===== src/rtl/inst_sequencer.sv =====
// inst_sequencer: 4-state instruction sequencer (FETCH/DECODE/EXEC/HALT).
// Fetches one instruction per handshake, decodes it into active-low register
// loads and an ALU source select, and maintains a registered carry flag.
//
// Ports:
//   clk        - clock, all state changes on rising edge
//   reset_n    - asynchronous active-low reset
//   fetch_ack  - instr valid for the current fetch request
//   instr      - {opcode[3:0], immediate[DATA_W-1:0]}
//   alu_carry  - ALU carry-out, sampled in EXEC
//   fetch_req  - high while in FETCH
//   load_n     - active-low loads: [0]=A [1]=B [2]=OUT [3]=PC, pulsed in EXEC
//   select     - ALU source: 00=A 01=B 10=IN 11=zero
//   imm        - latched immediate of the current instruction
//   carry_n    - registered carry flag, active-low
//   halted     - high while in HALT
module inst_sequencer #(
  parameter int DATA_W  = 4,
  parameter int EXT_OPS = 0
) (
  input  logic              clk,
  input  logic              reset_n,
  input  logic              fetch_ack,
  input  logic [DATA_W+3:0] instr,
  input  logic              alu_carry,
  output logic              fetch_req,
  output logic [3:0]        load_n,
  output logic [1:0]        select,
  output logic [DATA_W-1:0] imm,
  output logic              carry_n,
  output logic              halted
);

  typedef enum logic [1:0] {FETCH = 2'd0, DECODE = 2'd1, EXEC = 2'd2, HALT = 2'd3} state_t;

  // 1010 is unassigned in every configuration, so it decodes as NOP.
  localparam logic [3:0] OP_NOP  = 4'b1010;
  localparam logic [3:0] OP_HALT = 4'b1000;
  localparam logic [3:0] OP_JC   = 4'b1100;
  localparam bit         EXT     = (EXT_OPS != 0);

  state_t     state;
  logic [3:0] op;

  // {load_n, select}. cn is the flag from before this instruction executes,
  // which is what conditional jumps test.
  function automatic logic [5:0] decode(input logic [3:0] o, input logic cn);
    logic [5:0] d;
    d = {4'b1111, 2'b11};
    case (o)
      4'b0000: d = {4'b1110, 2'b00};
      4'b0001: d = {4'b1110, 2'b01};
      4'b0010: d = {4'b1110, 2'b10};
      4'b0011: d = {4'b1110, 2'b11};
      4'b0100: d = {4'b1101, 2'b00};
      4'b0101: d = {4'b1101, 2'b01};
      4'b0110: d = {4'b1101, 2'b10};
      4'b0111: d = {4'b1101, 2'b11};
      4'b1001: d = {4'b1011, 2'b01};
      4'b1011: d = {4'b1011, 2'b11};
      4'b1111: d = {4'b0111, 2'b11};
      4'b1110: d = {(cn ? 4'b0111 : 4'b1111), 2'b11};
      4'b1100: if (EXT) d = {(!cn ? 4'b0111 : 4'b1111), 2'b11};
      default: d = {4'b1111, 2'b11};
    endcase
    return d;
  endfunction

  function automatic logic is_nop(input logic [3:0] o);
    case (o)
      4'b1010, 4'b1101: return 1'b1;
      4'b1000, 4'b1100: return !EXT;
      default:          return 1'b0;
    endcase
  endfunction

  logic [5:0] dec_fetch, dec_op;
  assign dec_fetch = decode(instr[DATA_W+3:DATA_W], carry_n);
  assign dec_op    = decode(op, carry_n);

  always_ff @(posedge clk or negedge reset_n) begin
    if (!reset_n) begin
      state     <= FETCH;
      op        <= OP_NOP;
      imm       <= '0;
      select    <= 2'b11;
      load_n    <= 4'b1111;
      carry_n   <= 1'b1;
      halted    <= 1'b0;
      fetch_req <= 1'b1;
    end else begin
      case (state)
        FETCH: if (fetch_ack) begin
          op        <= instr[DATA_W+3:DATA_W];
          imm       <= instr[DATA_W-1:0];
          // select is valid from DECODE onward, so it is decoded at fetch
          select    <= dec_fetch[1:0];
          fetch_req <= 1'b0;
          state     <= DECODE;
        end
        DECODE: begin
          load_n <= dec_op[5:2];
          state  <= EXEC;
        end
        EXEC: begin
          load_n <= 4'b1111;
          if (op == 4'b0000 || op == 4'b0101) carry_n <= ~alu_carry;
          else if (!is_nop(op))               carry_n <= 1'b1;
          if (EXT && op == OP_HALT) begin
            halted <= 1'b1;
            state  <= HALT;
          end else begin
            fetch_req <= 1'b1;
            state     <= FETCH;
          end
        end
        default: state <= HALT;
      endcase
    end
  end

endmodule

===== config.mk =====
export PLATFORM = sky130hd
export DESIGN_NAME = inst_sequencer
export DESIGN_NICKNAME = d
export VERILOG_FILES = /design/src/rtl/inst_sequencer.sv
export SDC_FILE = /design/constraint.sdc
export NUM_CORES = 1
export LEC_CHECK = 0
export ABC_AREA = 0
export CORE_MARGIN = 1.5
export CORE_UTILIZATION = 35
export CTS_BUF_LIST = sky130_fd_sc_hd__clkbuf_4
export DETAILED_ROUTE_END_ITERATION = 6
export GPL_TIMING_DRIVEN = 0
export PLACE_DENSITY = 0.64
export SETUP_SLACK_MARGIN = 0.5
export SYNTH_ARGS = -nofsm -noshare
export SYNTH_HDL_FRONTEND = slang
export SYNTH_SLANG_ARGS = --single-unit

===== constraint.sdc =====
create_clock -name clk -period 1.9 [get_ports clk]
set_input_delay 0.38 -clock clk [delete_from_list [all_inputs] [get_ports clk]]
set_output_delay 0.38 -clock clk [all_outputs]
set_load 0.02 [all_outputs]

Yosys cells after proc, flatten, opt, wreduce, memory -nomap -nowiden
Index checks and enable logic that the tools add are counted.

Register bits after elaboration: 18. Bits of input ports: 12. Output and inout bits: 13. Word-level logic and storage cells: 61.

Eq/ne operators: 30. Multiplexer cells: 13. Bitwise operators: 1. Reduce and logical (&&, ||, !) cells: 10.

Operators with widths (number): case mux 6 bit (12 select lines) (1); == test 4 bit (second input constant) (12); == test 4 x 3 -> 1 bit (second input constant) (8); case mux 2 bit (12 select lines) (1); == test 4 x 2 -> 1 bit (second input constant) (4); == test 4 x 1 -> 1 bit (second input constant) (2); logical NOT 4 bit (2); case mux 4 bit (2 select lines) (1); 2-to-1 mux 1 bit (6); case mux 2 bit (3 select lines) (1); AND reduction 2 bit (3); 2-to-1 mux 4 bit (1); inequality test 2 bit (second input constant) (2); nonzero test 2 bit (2); OR reduction 4 bit (1); == test 2 x 1 -> 1 bit (second input constant) (1); == test 2 bit (second input constant) (1); logical NOT 2 bit (1); 2-to-1 mux 2 bit (1); case mux 1 bit (2 select lines) (1); logical OR 1 bit (1); NOT 1 bit (1).

Depth between registers and ports, before layout
Word-level depth: 7. Depth in mapped cells: 6. Gate-level depth less buffers: 5.

Worst setup path after synthesis
OpenSTA, ideal clock, no wires.

Path type: reg2reg. From: register state[0]. To: register imm[0]. Setup time: 0.125 ns. Data arrival time: 1.213 ns. Data required time: 1.775 ns. Slack: 0.562 ns. Cell stages (with the launch flop): 6. Path buffers: 1. Period minus slack after synthesis: 1.338 ns. Cells stage by stage: dfrtp_1 -> inv_1 -> ha_1 -> nand2_2 -> buf_4 -> mux2_2.

Cells in the longest elaborated chain, start to end: 2.

Ends and longest elaborated chain: from (decl) (line 42) `state_t state;`; from (signal assigned) (line 83) `state <= FETCH;`; from (signal assigned) (line 99) `state <= DECODE;`; from (signal assigned) (line 103) `state <= EXEC;`; logical NOT 2 bit (line 92) `case (state)`; AND reduction 2 bit (no line); to (signal assigned) (line 95) `imm <= instr[DATA_W-1:0];`; to (decl) (line 29) `output logic [DATA_W-1:0] imm,`.

Every way passes these cells. A chain may end at the register's enable or synchronous reset.

Worst setup path after layout
From: register carry_n. To: output port carry_n.

RTL lines: from (decl) (line 30) `output logic carry_n,`; from (signal assigned) (line 107) `if (op == 4'b0000 || op == 4'b0101) carry_n <= ~alu_carry;`.

No word-level cell between the ends.

==> out/results.txt <==
Die area: 2645 um2
Initial antenna violation count: 0
Sequential share of power: 40.9%
Skew final: 0.007808 ns
First-pass GRT wire length: 2.870 mm
Detail Route Antenna Nets: 0
Syn Inst Count: 72
WL per Instance: 12.38 um
Buffer and inverter count on the worst path: 1
Avg Cell Area, Syn: 11.40 um2
Psw: 755.6 uW
Die height: 51.43 um
Unrepaired setup endpoints after global routing: yes
Distinct cells, synth: 21
Maxcap violations: 0
CTS buffer count: 3
Routed Wire Length: 1.646 mm
P_leak: 0.0004996 uW
Outcome: completed
Fmax: 0.7068 GHz
Die span in x: 51.43 um
Final Total Pwr: 1945 uW
Fraction of registers with async set or reset after synthesis: 100.0%
Worst slew margin: 45.91%
Mapped Area: 820.8 um2
Core box area: 2212 um2
Clk root buf: clkbuf_4
Cell Count, Final, Fillers Out: 133
All-layer global routing usage: 14.87%
Final Hold Vio Count: 0
Clk pwr share: 9.9%
Clock sinks: 18
Cells along the critical path: clkbuf_2
Fraction of layout cells with a size suffix above 1: 39.05%
CTS clock-pin slew for the worst setup and hold paths: 0.10 ns
Max stage delay on crit path: 0.57 ns
Global routing's busiest layer: met2
DR DRC count: 0
Worst-Margin Slew: 0.8088 ns
Crit-path max FO: 4
Hpwl dp: 1.148 mm
Number of synthesized flops with an enable pin: 0
CP max stage cell: dfstp_2
Sequential-to-total area share from yosys stat: 56.40%
Met1 GRT Util: 18.91%
Number of I/O pins: 25
Final setup vio count: 0
CTS tree: done
Final Util: 51.81%
Crit path time final: 1.415 ns
Final Max Slew Viols: 0
Met3 Usage GRT: 3.216%
Vias in the first global route: 605
PortBufs: 23
Switching portion of total power: 38.85%
GR Util met2: 23.50%
Rows: 17
Comb power frac: 49.1%
Largest net degree at the start of global routing: 19
Post-DR vias/cell: 4.842
Ys flop type: dfstp_2
H-tree levels: 1
Most frequent cells in the layout: clkdlybuf4s50_1 (11), nor2_1 (10), buf_4 (10), dfstp_2 (10)
Fillcell total: 213
Initial core utilization: 37.10%
PwrDens: 1697 nW/um2
Worst Setup End Kind: output pin
Iter 0 DRT Violations: 6
Clock Tree Buf Depth: 2
Seq cells post-synth: 18
Pint: 1189 uW
GRT Residual Overflow: 0
Hold buffer count at cts: 0
Clock latency at the later pin of the worst-skew pair: 0.29 ns
Antenna cell count: 0
Top Family by Delay on Critical Path: flip-flops
Critical Path RT: 1.52 ns
Setup TNS: 0 ns
TritonRoute pass-1 iters: 4
Critical Path AT: 1.03 ns
Hold WC Path Type: reg2reg
Placed Cells incl. Taps: 123
Final Wtd Congestion: 0.7859
Period utilization: 74.47%
Final nets: 122
Syn nets: 88
Reg2Reg Setup Slack: 0.57 ns
Ys Warns: 1
Critical path type: reg2out
Synthesis-to-layout area growth: 39.63%
Via count: 644
Hold slack final: 0.4881 ns
Peak VDD IR: 0.9054 mV
CP startpoint kind: flop
Commonest non-fill, non-tap cell in the layout: clkdlybuf4s50_1
[logic make-up after synthesis]
group / Yosys count / synth area share, %
muxes: 8 / 10.98
other: 1 / 0.4569
AOI/OAI and AO/OA: 12 / 9.298
buffers and inverters: 7 / 4.114
and+or+nand+nor: 21 / 11.59
adders and majority gates: 4 / 6.098
xor gates and xnor gates: 1 / 1.067
DFF: 18 / 56.40
[synth_stat cells, types with 2 or more instances]
cell,count,area [um2]
a21oi_1,4,20.02
a41oi_1,3,26.28
buf_4,2,15.01
dfrtp_1,8,200.2
dfstp_2,10,262.8
ha_1,4,50.05
inv_1,4,15.01
mux2_2,8,90.09
nand2_1,3,11.26
nand2b_1,2,12.51
nor2_1,10,37.54
nor3_1,3,15.01
o21ai_0,3,15.01
[registers in the layout (all words and copies together) (netlist names)]
signal / flops
imm: 4
load_n: 4
op: 4
select: 2
state: 2
carry_n: 1
fetch_req: 1
[layout make-up]
cell class              instances  area (um2)  area share [%]
plain buffers                   3       23.77           2.074
clock buffers                   3       22.52           1.965
clock inverters                 1       3.754          0.3275
inverters                       4       15.01           1.310
multi-input cells              47       326.6           28.49
flip-flops and latches         18       462.9           40.39
well taps                      28       35.03           3.057
repair buffers                 29       256.5           22.38
[worst paths after layout]
path,cells past startpoint,from,endpoint
max in group asynchronous,1,reset_n,imm[3]$_DFFE_PN0P_
min in group asynchronous,1,reset_n,imm[0]$_DFFE_PN0P_
worst min register to register,2,select[1]$_DFFE_PN1P_,select[1]$_DFFE_PN1P_
worst max-delay path,1,carry_n$_DFFE_PN1P_,carry_n
worst min-delay path,2,select[1]$_DFFE_PN1P_,select[1]$_DFFE_PN1P_
worst max register to register,5,state[1]$_DFFE_PN0P_,imm[2]$_DFFE_PN0P_
[per-stage QoR]
| stage | cell area, um2 | setup slack (ns) |
|---|---|---|
| after floorplan | 820.8 | 0.5622 |
| after global placement | 1086 | 0.3300 |
| after detailed placement | 1086 | 0.3045 |
| after CTS | 1090 | 0.3091 |
| after global routing | 1146 | 0.4251 |
| final | 1146 | 0.4851 |
[layer usage]
| layer | share of wire [%] | up-vias |
|---|---|---|
| li1 | - | 309 |
| met1 | 45 | 310 |
| met5 | 0 | - |
| met4 | 2.1 | 0 |
| met2 | 48 | 21 |
| met3 | 5.2 | 4 |
[what timing repair did]
item                       4_1_cts  5_1_grt
pin swaps                        0        1
setup endpoints to repair       20       21
setup buffers                    2        3
resized for setup               34       20
cloned                           0        1
[power by group through the flow]
stage                     sequential [uW]  combinational, uW  clock, uW
after floorplan                       932                426          0
after global placement                797                912          0
after detailed placement              805                923          0
after CTS                             785                872        205
after global routing                  830               1060        224
final                                 796                956        193
Note: power is estimated with default switching activity, not from simulation.
